### src/rtl/uart_pkg.sv
// Shared UART definitions: frame FSM states and default bit timing for the 8N1 TX/RX pair.
package uart_pkg;

  typedef enum logic [2:0] {
    IDLE  = 3'd0,
    START = 3'd1,
    DATA  = 3'd2,
    STOP  = 3'd3,
    DONE  = 3'd4
  } uart_state_e;

  localparam int   DEF_CLKS_PER_BIT = 868;
  localparam int   DATA_BITS        = 8;
  localparam logic IDLE_LEVEL       = 1'b1;

endpackage

### src/rtl/uart_baud_cnt.sv
// Bit-period counter: counts 0..CLKS_PER_BIT-1 while enabled and flags the last cycle of each bit.
module uart_baud_cnt #(
  parameter int CLKS_PER_BIT = 868
) (
  input  logic clk,
  input  logic rst_n,
  input  logic clr,
  input  logic en,
  output logic bit_end
);

  localparam int            CW   = (CLKS_PER_BIT > 1) ? $clog2(CLKS_PER_BIT) : 1;
  localparam logic [CW-1:0] LAST = CW'(CLKS_PER_BIT - 1);

  logic [CW-1:0] cnt;

  always_ff @(posedge clk or negedge rst_n) begin
    if (!rst_n) begin
      cnt <= '0;
    end else if (clr) begin
      cnt <= '0;
    end else if (en) begin
      cnt <= (cnt == LAST) ? '0 : cnt + 1'b1;
    end
  end

  // Wrap and bit advance happen on the same edge, so cnt never passes LAST.
  assign bit_end = en && !clr && (cnt == LAST);

endmodule

### src/rtl/uart_tx_8n1.sv
// 8N1 UART transmitter with valid/ready byte intake and registered, idle-high serial output.
// Define UART_TX_HOLD_EN to add a one-entry holding register for back-to-back frames.
module uart_tx_8n1
  import uart_pkg::*;
#(
  parameter int CLKS_PER_BIT = DEF_CLKS_PER_BIT,
  parameter int DATA_BITS    = uart_pkg::DATA_BITS
) (
  input  logic                 clk,
  input  logic                 rst_n,
  input  logic                 tx_valid,
  input  logic [DATA_BITS-1:0] tx_byte,
  output logic                 tx_ready,
  output logic                 tx_busy,
  output logic                 tx_done,
  output logic                 tx
);

  localparam int            BW       = (DATA_BITS > 1) ? $clog2(DATA_BITS) : 1;
  localparam logic [BW-1:0] LAST_BIT = BW'(DATA_BITS - 1);

  uart_state_e          state;
  logic [BW-1:0]        bit_idx;
  logic [DATA_BITS-1:0] shift_reg;
  logic                 bit_end;
  logic                 cnt_en;
  logic                 accept;
  logic                 load_en;
  logic [DATA_BITS-1:0] load_byte;

  assign cnt_en = (state == START) || (state == DATA) || (state == STOP);
  assign accept = tx_valid && tx_ready;

  uart_baud_cnt #(
    .CLKS_PER_BIT(CLKS_PER_BIT)
  ) u_baud_cnt (
    .clk     (clk),
    .rst_n   (rst_n),
    .clr     (!cnt_en),
    .en      (cnt_en),
    .bit_end (bit_end)
  );

`ifdef UART_TX_HOLD_EN
  logic                 hold_full;
  logic [DATA_BITS-1:0] hold_byte;
  logic                 launch_slot;
  logic                 direct_take;

  // IDLE and DONE are the only states that can start a new frame.
  assign launch_slot = (state == IDLE) || (state == DONE);
  assign direct_take = accept && launch_slot && !hold_full;
  assign tx_ready    = !hold_full;

  always_ff @(posedge clk or negedge rst_n) begin
    if (!rst_n) begin
      hold_full <= 1'b0;
    end else if (accept && !direct_take) begin
      hold_full <= 1'b1;
    end else if (launch_slot && hold_full) begin
      hold_full <= 1'b0;
    end
  end

  always_ff @(posedge clk) begin
    if (accept && !direct_take) begin
      hold_byte <= tx_byte;
    end
  end

  always_comb begin
    load_en   = 1'b0;
    load_byte = tx_byte;
    if (launch_slot && hold_full) begin
      load_en   = 1'b1;
      load_byte = hold_byte;
    end else if (direct_take) begin
      load_en   = 1'b1;
    end
  end
`else
  assign tx_ready = (state == IDLE);

  always_comb begin
    load_en   = (state == IDLE) && accept;
    load_byte = tx_byte;
  end
`endif

  assign tx_busy = (state != IDLE);

  // Data bits leave LSB-first; the register shifts as each data bit ends.
  always_ff @(posedge clk) begin
    if (load_en) begin
      shift_reg <= load_byte;
    end else if ((state == DATA) && bit_end) begin
      shift_reg <= {1'b0, shift_reg[DATA_BITS-1:1]};
    end
  end

  always_ff @(posedge clk or negedge rst_n) begin
    if (!rst_n) begin
      state   <= IDLE;
      tx      <= IDLE_LEVEL;
      tx_done <= 1'b0;
      bit_idx <= '0;
    end else begin
      tx_done <= 1'b0;
      case (state)
        IDLE, DONE: begin
          if (load_en) begin
            state <= START;
            tx    <= 1'b0;
          end else begin
            state <= IDLE;
            tx    <= IDLE_LEVEL;
          end
        end
        START: begin
          tx <= 1'b0;
          if (bit_end) begin
            state   <= DATA;
            tx      <= shift_reg[0];
            bit_idx <= '0;
          end
        end
        DATA: begin
          if (bit_end) begin
            if (bit_idx == LAST_BIT) begin
              state <= STOP;
              tx    <= IDLE_LEVEL;
            end else begin
              bit_idx <= bit_idx + 1'b1;
              tx      <= shift_reg[1];
            end
          end
        end
        STOP: begin
          tx <= IDLE_LEVEL;
          if (bit_end) begin
            state   <= DONE;
            tx_done <= 1'b1;
          end
        end
        default: begin
          state <= IDLE;
          tx    <= IDLE_LEVEL;
        end
      endcase
    end
  end

endmodule

### config.mk
export PLATFORM = sky130hd
export DESIGN_NAME = uart_tx_8n1
export DESIGN_NICKNAME = d
export VERILOG_FILES = /design/src/rtl/uart_pkg.sv /design/src/rtl/uart_baud_cnt.sv /design/src/rtl/uart_tx_8n1.sv
export SDC_FILE = /design/constraint.sdc
export NUM_CORES = 1
export LEC_CHECK = 0
export ABC_AREA = 1
export CAP_MARGIN = 20
export CORE_MARGIN = 4
export CORE_UTILIZATION = 30
export DETAILED_ROUTE_END_ITERATION = 16
export GPL_TIMING_DRIVEN = 0
export SETUP_SLACK_MARGIN = 0.2
export SYNTH_ARGS = -nofsm -noshare
export SYNTH_HDL_FRONTEND = slang
export SYNTH_SLANG_ARGS = --single-unit
### constraint.sdc
create_clock -name clk -period 4.4 [get_ports clk]
set_input_delay 0.88 -clock clk [delete_from_list [all_inputs] [get_ports clk]]
set_output_delay 0.88 -clock clk [all_outputs]
set_load 0.01 [all_outputs]
==> impl_results.md, run 1 <==
- Outcome: complete, no violations
- Compound-Gate Fraction of Synth Area: 4.416%
- Setup bufs post-CTS: 0
- Total CTS buffers: 3
- Max FFs per register: 10
- Mapped Cells: 172
- Number of global-route vias before repair: 948
- Max H-tree Level: 1
- YS warnings: 0
- Clk_skew: 2.050 ps
- FILL cells: 461
- Vias per cell: 4.547
- Antenna cells: 0
- Placeable Area: 4384 sq um
- Quantity of gates resized following cts: 0
- Root Driver: clkbuf_8
- Final Cell Area: 1618 sq um
- Yosys reg bits: 26
- Mux cell area share after synthesis: 0%
- Clk sinks: 26
- Seq/Total Area, Yosys: 50.87%
- Nets@finish: 206
- DP Cell Count: 239
- FF-to-FF setup slack: 2320 ps
- Slew @ Worst Pin: 807.1 ps
- Initial core utilization: 31.02%
- Worst-path clk slew: 90 ps
- Slew HR: 46.03%
- DP HPWL: 1946 um
- WP data arrival: 1620 ps
- FF-to-FF Start: u_baud_cnt.cnt[0]
- Top-Level Pins: 15
- Crit Path Category: reg2out
- Pwr per Cell Area: 246.2 nW/um^2
- DR pass1 iterations: 6
- Iter 0 DRT Violations: 28
- Hold-fix buffers at CTS: 0
- DR vias: 1,105
- Final setup violation count: 0
- Total global-route track usage: 9.951%
- FF+latch area: 691.9 sq um
- Static leakage: 0.7662 nW
- Max Slew Vio Count: 0
- Final min period: 2504 ps
- Post-synthesis xor/xnor area fraction: 0.6440%
- Area occupied by multi-input gates: 554.3 sq um
- Final Total Pwr: 0.3983 mW
- Initial antenna violation count: 0
- Synthesized area per cell: 7.907 sq um
- Die Ht: 75.33 um
- Final hold vios: 0
- Largest family of logic cells by synthesized area: simple AND/OR/NAND/NOR gates
- Critical Path RT: 3520 ps
- Clk_lat worst skew: 270 ps
- Reg-to-Reg End: shift_reg[0]
- Fmax: 0.3993 GHz
- WHS Endpoint: u_baud_cnt.cnt[0]
- Syn_nets: 186
- Gr ovfl total: 0
- Max-cap check violation count: 0
- Min-Delay Startpoint: u_baud_cnt.cnt[0]
- Area delta synth->final: 18.95%
- Clk buf depth: 2
- RSZ-0062 raised after global routing: false
- CTS tree: done
- Die X: 75.33 um
- Critical Path End Type: output port
- Crit-path max FO: 5
- Period utilisation layout: 56.91%
- Worst hold path class: reg2reg
- FP Rows: 24
- Die area: 5675 sq um
- GP Congestion: 0.8218
- Adder-Cell Fraction of Synth Area: 2.760%
- Largest net degree at the start of global routing: 19
- Commonest non-fill, non-tap cell in the layout: nand2_1
- Netlist Area Pre-Place: 1360 sq um
- Worst r2r path cells: 6
- Placed cell areas: 1573 sq um
- Share of layout cells above drive strength 1: 8.377%
- Peak VDD IR: 0.1078 mV
- Antenna Nets Post-Route: 0
- Setup TNS: 0 ps
- Final wirelength: 2541 um
- Residual DRC count: 0
- Layout Cells excl Fill: 243
- Netlist cell types: 23
- WL/cell: 10.46 um
- First-pass GRT wire length: 4215 um
- Post-Synth Simple-Gate Area: 32.93%
- Startpoint types: flip-flop
- Hold path depth: 1
- Quantity of I/O buffers inserted on ports: 14
- Commonest non-fill, non-tap cells in the layout: 48 x nand2_1, 26 x nor2_1, 25 x inv_1
==> metal layers <==
metal  part of all wire [%]  vias up  wire, um  track usage, %
li1                       -      581         -               -
met1                     49      503      1238           12.85
met2                     45       17      1153           15.72
met3                    4.4        4       112           3.166
met4                    1.5        0        37           3.495
met5                      0        -         0               0
==> where the power goes <==
part	total (mW)	internal, mW	switching [mW]
Combinational	0.0124	0.00778	0.00457
Clock	0.138	0.0648	0.0734
Sequential	0.248	0.248	0
Total	0.398	0.320	0.0780
==> cells in the mapped netlist <==
library cell | number | share of area [%]
nand2_2 | 3 | 1.4
nand2_1 | 48 | 13
nand3_1 | 10 | 3.7
nor2_4 | 2 | 1.7
nand4_1 | 1 | 0.46
xor2_1 | 1 | 0.64
edfxtp_1 | 8 | 18
nor3b_1 | 2 | 1.1
dfstp_2 | 1 | 1.9
inv_2 | 3 | 0.83
nor4_1 | 2 | 0.92
o21ai_0 | 7 | 2.6
nor2_1 | 26 | 7.2
nor2_2 | 1 | 0.46
nor3_1 | 4 | 1.5
ha_1 | 3 | 2.8
o21ai_1 | 2 | 0.74
nand2_4 | 1 | 0.83
inv_1 | 25 | 6.9
dfrtp_1 | 17 | 31
nand3b_1 | 1 | 0.55
a21oi_1 | 3 | 1.1
clkinv_4 | 1 | 0.64
==> per-stage QoR <==
stage / hold slack [ps] / worst slack, ps / utilization [%]
final: 469.9 / 1896 / 36.90
after global routing: 484.9 / 1804 / 36.90
after CTS: 473.4 / 1879 / 36.90
after detailed placement: 460.9 / 2003 / 35.87
after global placement: 458.2 / 2003 / 35.70
after floorplan: 433.1 / 2545 / -
==> how the worst max path moves through the flow <==
| stage | from | endpoint | slack (ps) | cells past startpoint |
|---|---|---|---|---|
| 3_3_place_gp | tx_valid | shift_reg[7] | 2000 | 3 |
| 6_report | state[0] | tx_ready | 1900 | 4 |
| 2_1_floorplan | u_baud_cnt.cnt[0] | shift_reg[0] | 2550 | 5 |
| 4_1_cts | state[0] | tx_ready | 1880 | 4 |
| 3_5_place_dp | tx_valid | shift_reg[7] | 2000 | 4 |
| 5_1_grt | state[0] | tx_ready | 1800 | 4 |
==> final cells by class <==
class / count / area share (%)
inverter: 29 / 7.038
multi-input combinational: 117 / 34.26
timing repair buffer: 15 / 9.126
tap: 52 / 4.022
sequential: 26 / 42.77
clock buffer: 4 / 2.784
==> critical path: stages, from the launching register on <==
cell             delay, ps
dfrtp_1                460
nor2_2                 160
inv_2                   70
nor2_4                 120
clkdlybuf4s50_1        550
==> cell families after synthesis <==
group,after synthesis
compound gates,12
xor+xnor,1
fa+ha+maj,3
buf+inv,29
flops,26
simple gates,101
No activity file was read; power rests on OpenSTA's default activity.
==> run 2: changes to the inputs <==
- clock period: 4.4 -> 2.05 ns (I/O delays scaled with it)
==> impl_results.md, run 2 (same netlist as run 1, synthesis figures left out) <==
- Outcome: complete, no violations
- DR pass1 iterations: 4 (-2)
- CTS tree: done
- First-pass GRT wire length: 4588 um (+8.8%)
- Max-cap check violation count: 0 (unchanged)
- Initial antenna violation count: 0 (unchanged)
- Vias per cell: 4.451 (-2.1%)
- Clk_skew: 9.051 ps (+7.001 ps)
- Static leakage: 0.7876 nW (+2.8%)
- Critical Path End Type: output port
- WL/cell: 10.74 um (+2.7%)
- Share of layout cells above drive strength 1: 10.42% (+2.0 points)
- DP HPWL: 1969 um (+1.2%)
- Fmax: 0.5696 GHz
- Total CTS buffers: 3 (unchanged)
- Final min period: 1756 ps
- Die X: 75.33 um (unchanged)
- Number of global-route vias before repair: 1,010 (+6.5%)
- Worst-path cell with the longest stage delay: dfstp_2
- Final wirelength: 2621 um (+3.1%)
- RSZ-0062 raised after global routing: false
- Period utilisation layout: 85.65%
- Commonest non-fill, non-tap cells in the layout: 48 x nand2_1, 26 x nor2_1, 25 x inv_1
- Die Ht: 75.33 um (unchanged)
- Residual DRC count: 0 (unchanged)
- Worst-path clk slew: 90 ps (about the same)
- Iter 0 DRT Violations: 105 (+280%)
- Crit Path Category: reg2out
- Antenna cells: 0 (unchanged)
- Slew @ Worst Pin: 785.7 ps (-21.31 ps)
- WP data arrival: 1350 ps (-270 ps)
- Commonest non-fill, non-tap cell in the layout: nand2_1
- GP Congestion: 0.8722 (+6.1%)
- Clk_lat worst skew: 270 ps (about the same)
- Final Cell Area: 1645 sq um (+1.7%)
- Largest net degree at the start of global routing: 19 (unchanged)
- DR vias: 1,086 (-1.7%)
- Critical Path RT: 1640 ps (-1880 ps)
- Initial core utilization: 31.02% (unchanged)
- Area delta synth->final: 20.98%
- Setup TNS: 0 ps (unchanged)
- Total global-route track usage: 10.29% (+0.34 points)
- Final Total Pwr: 0.8521 mW (+110%)
- Clk buf depth: 2 (unchanged)
- Family with the most delay on the worst path: flip-flops
- Nets@finish: 207 (+0.49%)
- Startpoint types: flip-flop
- Clk sinks: 26 (unchanged)
- FP Rows: 24 (unchanged)
- Antenna Nets Post-Route: 0 (unchanged)
- Placeable Area: 4384 sq um (unchanged)
- Top-Level Pins: 15 (unchanged)
- Gr ovfl total: 0 (unchanged)
- Die area: 5675 sq um (unchanged)
- Quantity of I/O buffers inserted on ports: 14 (unchanged)
- Max H-tree Level: 1 (unchanged)
- Max Slew Vio Count: 0 (unchanged)
- Worst hold path class: reg2reg
- Max FFs per register: 10 (unchanged)
- Pwr per Cell Area: 517.9 nW/um^2 (+110%)
- Final hold vios: 0 (unchanged)
- Critical path cell sequence: clkdlybuf4s50_1
- CP Buf/Inv Count: 1 (-1)
- Worst stage delay on the critical path: 540 ps (about the same)
- Slew HR: 47.45% (+1.4 points)
- Crit-path max FO: 2 (-3)
- Final setup violation count: 0 (unchanged)
- Peak VDD IR: 0.2254 mV (+110%)
- Placed cell areas: 1565 sq um (-0.48%)
- Root Driver: clkbuf_8
[run 2: report_power, final]
part           internal, mW  leakage [nW]  total (mW)  switching (mW)
registers             0.532         0.278       0.532               0
clock network         0.139        0.0228       0.294           0.155
logic                0.0167         0.487      0.0264         0.00968
[run 2: worst paths after layout]
path / from / cells past startpoint / slack, ps / endpoint
max in group asynchronous: rst_n / 1 / 910 / state[1]
worst max-delay path: tx / 1 / 290 / tx
min in group asynchronous: rst_n / 1 / 590 / bit_idx[2]
worst max register to register: u_baud_cnt.cnt[0] / 5 / 370 / shift_reg[4]
worst min register to register: u_baud_cnt.cnt[0] / 1 / 470 / u_baud_cnt.cnt[0]
worst min-delay path: u_baud_cnt.cnt[0] / 1 / 470 / u_baud_cnt.cnt[0]
[run 2: per-stage QoR]
step           instances  utilization, %  hold slack, ps  worst slack (ps)
3_5_place_dp         238           35.70           460.2             47.51
5_1_grt              244           37.53           498.0             234.7
6_report             244           37.53           466.0             294.2
2_1_floorplan        172               -           114.4             411.1
4_1_cts              244           37.30           472.8             48.96
3_3_place_gp         238           35.70           453.2             126.6
[run 2: what timing repair did]
item	in CTS	in global routing
buffers inserted	2	0
resized for setup	5	2
hold buffers	0	0
hold endpoints to repair	0	0
endpoints found under the setup margin	10	9
cloned	0	0
[run 2: layer usage]
metal | GRT usage (%) | vias to the layer above | wire [um]
met5 | 0 | - | 0
met4 | 4.466 | 0 | 57
met3 | 0.9235 | 5 | 91
met2 | 15.34 | 23 | 1169
met1 | 15.18 | 475 | 1301
li1 | - | 583 | -
[run 2: final cells by class]
| class | instances | area [sq um] |
|---|---|---|
| sequential | 26 | 694.4 |
| multi-input combinational | 117 | 570.5 |
| inverter | 29 | 113.9 |
| tap | 52 | 65.06 |
| fill | 456 | 2739 |
| timing repair buffer | 16 | 156.4 |
| clock buffer | 4 | 45.04 |
